### config.mk
export PLATFORM = sky130hd
export DESIGN_NAME = collatz_scan
export DESIGN_NICKNAME = d
export VERILOG_FILES = /design/src/rtl/collatz_scan.sv
export SDC_FILE = /design/constraint.sdc
export NUM_CORES = 1
export LEC_CHECK = 0
export ABC_AREA = 0
export BUFFER_PORTS_ARGS = -buffer_cell sky130_fd_sc_hd__buf_2
export CAP_MARGIN = 20
export CORE_MARGIN = 3
export CORE_UTILIZATION = 51
export CTS_CLUSTER_SIZE = 25
export DETAILED_ROUTE_END_ITERATION = 10
export PLACE_DENSITY = 0.73
export SYNTH_ARGS = -nofsm -noshare
export SYNTH_HDL_FRONTEND = slang
export SYNTH_SLANG_ARGS = --single-unit
### constraint.sdc
create_clock -name clk -period 5.79 [get_ports clk]
set_clock_uncertainty 0.2 [all_clocks]
set_input_delay 0 -clock clk [delete_from_list [all_inputs] [get_ports clk]]
set_output_delay 0 -clock clk [all_outputs]
set_load 0.1 [all_outputs]
### src/rtl/collatz_scan.sv
// collatz_scan: sequencer in front of the 16-entry Collatz count RAM block.
// A host request launches the range block with a base number, waits for its
// done pulse, then sweeps the count RAM through the read port. The counts are
// reduced to a maximum, the lowest index holding it, the matching start number
// and a total.
//
// Ports:
//   clk, reset_n          clock (posedge) and asynchronous active-low reset
//   req, base             host request and first start number
//   busy                  run in progress (accepted req until back in IDLE)
//   result_valid, error   results valid / last run timed out on range_done
//   max_count, max_index  largest count and lowest index holding it
//   max_n                 base + max_index, 32-bit wrap
//   sum_count             sum of all counts
//   range_go, range_start start pulse and start number / read address to range
//   range_done, range_count  finished pulse and registered read data from range
//
// state  | meaning
// IDLE   | waiting for req; results and error held
// LAUNCH | one-cycle range_go with range_start = base_q
// WAIT   | waiting for range_done, timeout down-counter running
// READ   | presenting addresses 0..RAM_WORDS-1, accumulating returned counts
// FINAL  | folding in the last count and publishing results

module collatz_scan #(
  parameter int          RAM_WORDS      = 16,
  parameter int          RAM_ADDR_BITS  = 4,
  parameter int unsigned TIMEOUT_CYCLES = 65536
) (
  input  logic                        clk,
  input  logic                        reset_n,
  input  logic                        req,
  input  logic [31:0]                 base,
  output logic                        busy,
  output logic                        result_valid,
  output logic                        error,
  output logic [15:0]                 max_count,
  output logic [RAM_ADDR_BITS-1:0]    max_index,
  output logic [31:0]                 max_n,
  output logic [16+RAM_ADDR_BITS-1:0] sum_count,
  output logic                        range_go,
  output logic [31:0]                 range_start,
  input  logic                        range_done,
  input  logic [15:0]                 range_count
);

  localparam int SUM_W = 16 + RAM_ADDR_BITS;
  localparam logic [RAM_ADDR_BITS-1:0] LAST_ADDR = RAM_ADDR_BITS'(RAM_WORDS - 1);
  // Terminal count of the wait timer: zero is reached on the last allowed WAIT cycle.
  localparam logic [31:0] TMO_LOAD = (TIMEOUT_CYCLES == 0) ? 32'd0 : 32'(TIMEOUT_CYCLES - 1);

  localparam logic [2:0] S_IDLE   = 3'd0;
  localparam logic [2:0] S_LAUNCH = 3'd1;
  localparam logic [2:0] S_WAIT   = 3'd2;
  localparam logic [2:0] S_READ   = 3'd3;
  localparam logic [2:0] S_FINAL  = 3'd4;

  logic [2:0]               state;
  logic [31:0]              base_q;
  logic [31:0]              tmo_cnt;
  logic [RAM_ADDR_BITS-1:0] rd_addr;
  logic                     pend_valid;
  logic [RAM_ADDR_BITS-1:0] pend_idx;
  logic [15:0]              acc_max;
  logic [RAM_ADDR_BITS-1:0] acc_idx;
  logic [SUM_W-1:0]         acc_sum;

  logic                     cnt_gt;
  logic [15:0]              nxt_max;
  logic [RAM_ADDR_BITS-1:0] nxt_idx;
  logic [SUM_W-1:0]         nxt_sum;

  // Strict compare so ties keep the earliest (lowest) index.
  always_comb begin
    cnt_gt  = range_count > acc_max;
    nxt_max = cnt_gt ? range_count : acc_max;
    nxt_idx = cnt_gt ? pend_idx : acc_idx;
    nxt_sum = acc_sum + SUM_W'(range_count);
  end

  always_comb begin
    busy        = (state != S_IDLE);
    range_go    = (state == S_LAUNCH);
    range_start = 32'd0;
    case (state)
      S_LAUNCH, S_WAIT: range_start = base_q;
      S_READ:           range_start = {{(32-RAM_ADDR_BITS){1'b0}}, rd_addr};
      default:          range_start = 32'd0;
    endcase
  end

  always_ff @(posedge clk or negedge reset_n) begin
    if (!reset_n) begin
      state        <= S_IDLE;
      base_q       <= '0;
      tmo_cnt      <= '0;
      rd_addr      <= '0;
      pend_valid   <= 1'b0;
      pend_idx     <= '0;
      acc_max      <= '0;
      acc_idx      <= '0;
      acc_sum      <= '0;
      result_valid <= 1'b0;
      error        <= 1'b0;
      max_count    <= '0;
      max_index    <= '0;
      max_n        <= '0;
      sum_count    <= '0;
    end else begin
      case (state)
        S_IDLE: begin
          if (req) begin
            base_q       <= base;
            result_valid <= 1'b0;
            error        <= 1'b0;
            acc_max      <= '0;
            acc_idx      <= '0;
            acc_sum      <= '0;
            max_count    <= '0;
            max_index    <= '0;
            max_n        <= '0;
            sum_count    <= '0;
            state        <= S_LAUNCH;
          end
        end
        S_LAUNCH: begin
          tmo_cnt <= TMO_LOAD;
          state   <= S_WAIT;
        end
        S_WAIT: begin
          // done has priority over a coincident timeout
          if (range_done) begin
            rd_addr    <= '0;
            pend_valid <= 1'b0;
            state      <= S_READ;
          end else if ((TIMEOUT_CYCLES != 0) && (tmo_cnt == 32'd0)) begin
            error        <= 1'b1;
            result_valid <= 1'b0;
            state        <= S_IDLE;
          end else begin
            tmo_cnt <= tmo_cnt - 32'd1;
          end
        end
        S_READ: begin
          // RAM data lags the address by one cycle; pend_* names the read in flight.
          pend_valid <= 1'b1;
          pend_idx   <= rd_addr;
          if (pend_valid) begin
            acc_max <= nxt_max;
            acc_idx <= nxt_idx;
            acc_sum <= nxt_sum;
          end
          rd_addr <= rd_addr + 1'b1;
          if (rd_addr == LAST_ADDR) state <= S_FINAL;
        end
        S_FINAL: begin
          max_count    <= nxt_max;
          max_index    <= nxt_idx;
          max_n        <= base_q + 32'(nxt_idx);
          sum_count    <= nxt_sum;
          acc_max      <= nxt_max;
          acc_idx      <= nxt_idx;
          acc_sum      <= nxt_sum;
          pend_valid   <= 1'b0;
          result_valid <= 1'b1;
          state        <= S_IDLE;
        end
        default: state <= S_IDLE;
      endcase
    end
  end

endmodule

==> results by group <==
Global routing
  – Maximum number of pins on one net before global-route repair: 88
  – All-layer global routing usage: between 20% and 30%
  – Global-route wire length before repair: 41.0 mm
  – Vias in the first global route: roughly 8.1k
  – Initial antenna violation count: 0
  – GR Overflow Total: 0

Power and ir drop
  – LEAKAGE: 5.91 nW
  – Peak supply drop: 0.596 mV
  – Pwr Density: 562 nW/µm²

Timing
  – Max Slew Vio Count: 0
  – Final Hold Viols: 0
  – Final hold slack: 72.5 ps
  – Slew HR: 29.5%
  – Max frequency: 211 MHz
  – RSZ-0062 raised after global routing: no
  – Crit path time final: 4730 ps
  – Final TNS setup: 0 ps
  – Setup violators final: 0
  – Measured slew at the worst slew-check pin: 1060 ps
  – Final period util: between 80% and 90%

Worst setup path
  – Reg2reg setup slack: roughly 1100 ps
  – CP cell instances: inv_1 > ha_1 > a21oi_1 > nand2_1 > a21o_1 > a2111oi_0 > or2_2 > mux2_2 > ha_1 > fa_1 > and3_1 > a211oi_1 > buf_4 > nor2b_1 > and2_1 > nand2_1 > xor2_1 > o21ai_0
  – Slowest-stage cell, CP: a2111oi_0
  – Endpoint type of the worst setup path: register
  – CP peak stage delay: between 800 and 900 ps
  – Crit Reg-Reg Endpoint: max_n[26]$_DFFE_PN0P_
  – Critical Path AT: approximately 4800 ps
  – WS Path Type: register to register
  – CP required: ~5900 ps
  – RR Startpoint: acc_max[14]$_DFFE_PN0P_
  – Worst setup endpoint: max_n[26]$_DFFE_PN0P_
  – Critical Path Start: acc_max[14]$_DFFE_PN0P_
  – Worst-case reg-to-reg path depth: 18
  – Critical-path maximum fanout: 6
  – Worst setup SP type: register

Logic synthesis
  – Synthesized area per cell: about 9.2 µm²
  – Commonest cells post-synth: 248 x nand2_1, 190 x dfrtp_1, 89 x o21ai_0, 55 x nand3_1, 52 x nor2_1
  – Async SR Flop Fraction: 100%
  – Count of mapped cells out of synthesis: about 1.1k
  – Post-Syn Area: 9900 µm²
  – Synth Register Bits: 190
  – Top-count cell post-synth: nand2_1
  – Yosys warns: 0
  – Post-synth EDFFs: 0
  – Largest cells by area after synthesis: dfrtp_1 48%, nand2_1 9.4%, ha_1 4.9%
  – Post-Syn Nets: around 1.2k
  – Synth Flop Type: dfrtp_1
  – Synth cell types: 66
  – Sequential element share of the synthesized area: 48.0%
  – Post-synth top area share: 48.0%
  – Synth area leader: dfrtp_1

Clocking
  – Worst skew pair latency: 440 ps
  – Post-CTS repair timing setup buffer count: 0
  – Clock root cell: clkbuf_16
  – H-tree levels: 4
  – Max Root-Sink Buffers: 2
  – CTS sink cnt: 190
  – CTS tree: yes
  – Reg clk slew, reported paths: 80 ps
  – Cts bufs inserted: 17

Placed design
  – Post-DP HPWL: 16.6 mm
  – Placer Congestion: 0.866
  – Port Buf Inserts: 159

Die
  – IO Count: 160
  – Chip Height: 145 µm
  – Initial Util: 52.4%
  – CORE AREA: 18900 µm²
  – Cell Rows: 50
  – Chip width: 145 µm
  – Die ar.: approximately 21000 µm²

Status
  – Status: finished clean

Routing
  – Post-route DRC violation count: 0
  – Final WL: 24.8 mm
  – Via count: approximately 8.4k
  – Via density: roughly 5.5
  – DR pass1 iterations: 5
  – Antenna-violating nets left: 0
  – Routed length per placed instance: ~16 µm
  – Initial DRC count: 475

Cells and area
  – ANT cells: 0
  – Final Net Count: around 1.4k
  – Finished Core Util: 64.1%
  – Layout cells sized above 1: 18.1%
  – P&R area growth vs syn: 22.4%

Min path
  – Hold crit path type: input port to register

Run
  – Max Cap Violations: 0
-- through the flow --
stage | area, µm² | power, mW | instances | worst slack, ps
floorplan | 9900 | 4.77 | 1072 | 1300
global placement | 10900 | 5.41 | 1452 | 1190
detailed placement | 10900 | 5.47 | 1452 | 1080
CTS | 12100 | 6.80 | 1537 | 1030
global route | 12100 | 7.21 | 1538 | 689
finish | 12100 | 6.81 | 1538 | 1060
-- layer usage --
| metal | part of all wire [%] | up-vias | track usage (%) |
|---|---|---|---|
| met2 | 47 | 235 | 38.2 |
| met4 | 2.4 | 0 | 7.36 |
| met1 | 45 | 4047 | 32.1 |
| met3 | 5.3 | 37 | 5.06 |
| li1 | - | 4087 | - |
| met5 | 0 | - | 0 |
-- cell usage in the layout, fill, tap and decap left out, types with 3 or more instances in the layout --
master,Yosys,routed
a211oi_1,3,3
a21o_1,6,6
a21oi_1,30,30
a22o_1,19,19
a32o_1,15,15
and2_1,32,32
and3_1,11,11
and4_1,3,3
buf_2,1,158
buf_4,0,12
bufinv_16,0,4
clkbuf_16,0,17
dfrtp_1,190,190
dlygate4sd3_1,0,53
ha_1,39,39
inv_1,25,25
inv_6,0,8
mux2_2,4,4
mux2i_1,15,15
nand2_1,248,246
nand3_1,55,55
nand4_1,10,10
nor2_1,52,50
nor2b_1,6,6
nor3_1,17,17
nor3b_1,4,4
nor4_1,9,9
o211a_1,3,3
o21ai_0,89,87
o31ai_1,10,10
or3_1,8,8
or3b_2,3,3
or4_1,4,4
or4_4,3,3
xnor2_1,41,41
xor2_1,30,30
-- cell families (layout without fill, tap and decap cells) --
kind of cell               after synthesis  in the layout  synth area share [%]
and+or+nand+nor                        480            480                  22.6
AOI/OAI and AO/OA                      194            194                  12.5
DFF                                    190            190                  48.0
buffers and inverters                   77            283                  3.21
xor gates and xnor gates                71             71                  6.28
adders and majority gates               41             41                  5.34
muxes                                   19             19                  1.97
-- worst min path at each step --
stage,start,end,slack [ps],cells past startpoint
final,base[16],base_q[16]$_DFFE_PN0P_,70,4
after global routing,base[8],base_q[8]$_DFFE_PN0P_,80,4
after CTS,base[16],base_q[16]$_DFFE_PN0P_,60,4
after detailed placement,reset_n,max_count[7]$_DFFE_PN0P_,-100,1
after global placement,reset_n,max_count[6]$_DFFE_PN0P_,-100,1
after floorplan,reset_n,acc_idx[0]$_DFFE_PN0P_,-500,0
-- report_power, final --
part	total (mW)	internal, mW	switching, mW
clock	1.29	0.739	0.552
combinational	3.60	0.919	2.68
sequential	1.92	1.63	0.296
total	6.81	3.28	3.53
-- final cells by class --
class                           count  area (µm²)
Fill cell                        1613        6780
Multi-Input combinational cell    805        4850
Sequential cell                   190        4750
Timing Repair Buffer              225        1450
Clock buffer                       17         425
Tap cell                          260         325
Clock inverter                     15         223
Inverter                           26        97.6
-- sequential cells by signal (all words and copies together) (netlist names) --
signal        flops
tmo_cnt          32
rd_addr           4
acc_sum          20
error             1
acc_idx           4
max_count        16
max_n            32
state             3
acc_max          16
base_q           32
sum_count        20
pend_valid        1
max_index         4
pend_idx          4
result_valid      1
-- worst max-delay path: cells and delay by family, from the launching register on --
| kind | cells | cell delay (ps) |
|---|---|---|
| adder cells (fa/ha/maj) | 3 | 910 |
| buffers and inverters | 2 | 240 |
| flip-flops | 1 | 370 |
| multiplexers | 1 | 370 |
| XOR/XNOR | 1 | 140 |
| AND/OR/NAND/NOR | 6 | 940 |
| AO/OA/AOI/OAI | 5 | 1420 |
-- repair_timing --
| item | in CTS | in global routing |
|---|---|---|
| hold buffers | 53 | 0 |
| hold endpoints to repair | 161 | 0 |
| gates resized for setup | 0 | 0 |
Power figures use the tool's default switching activity.
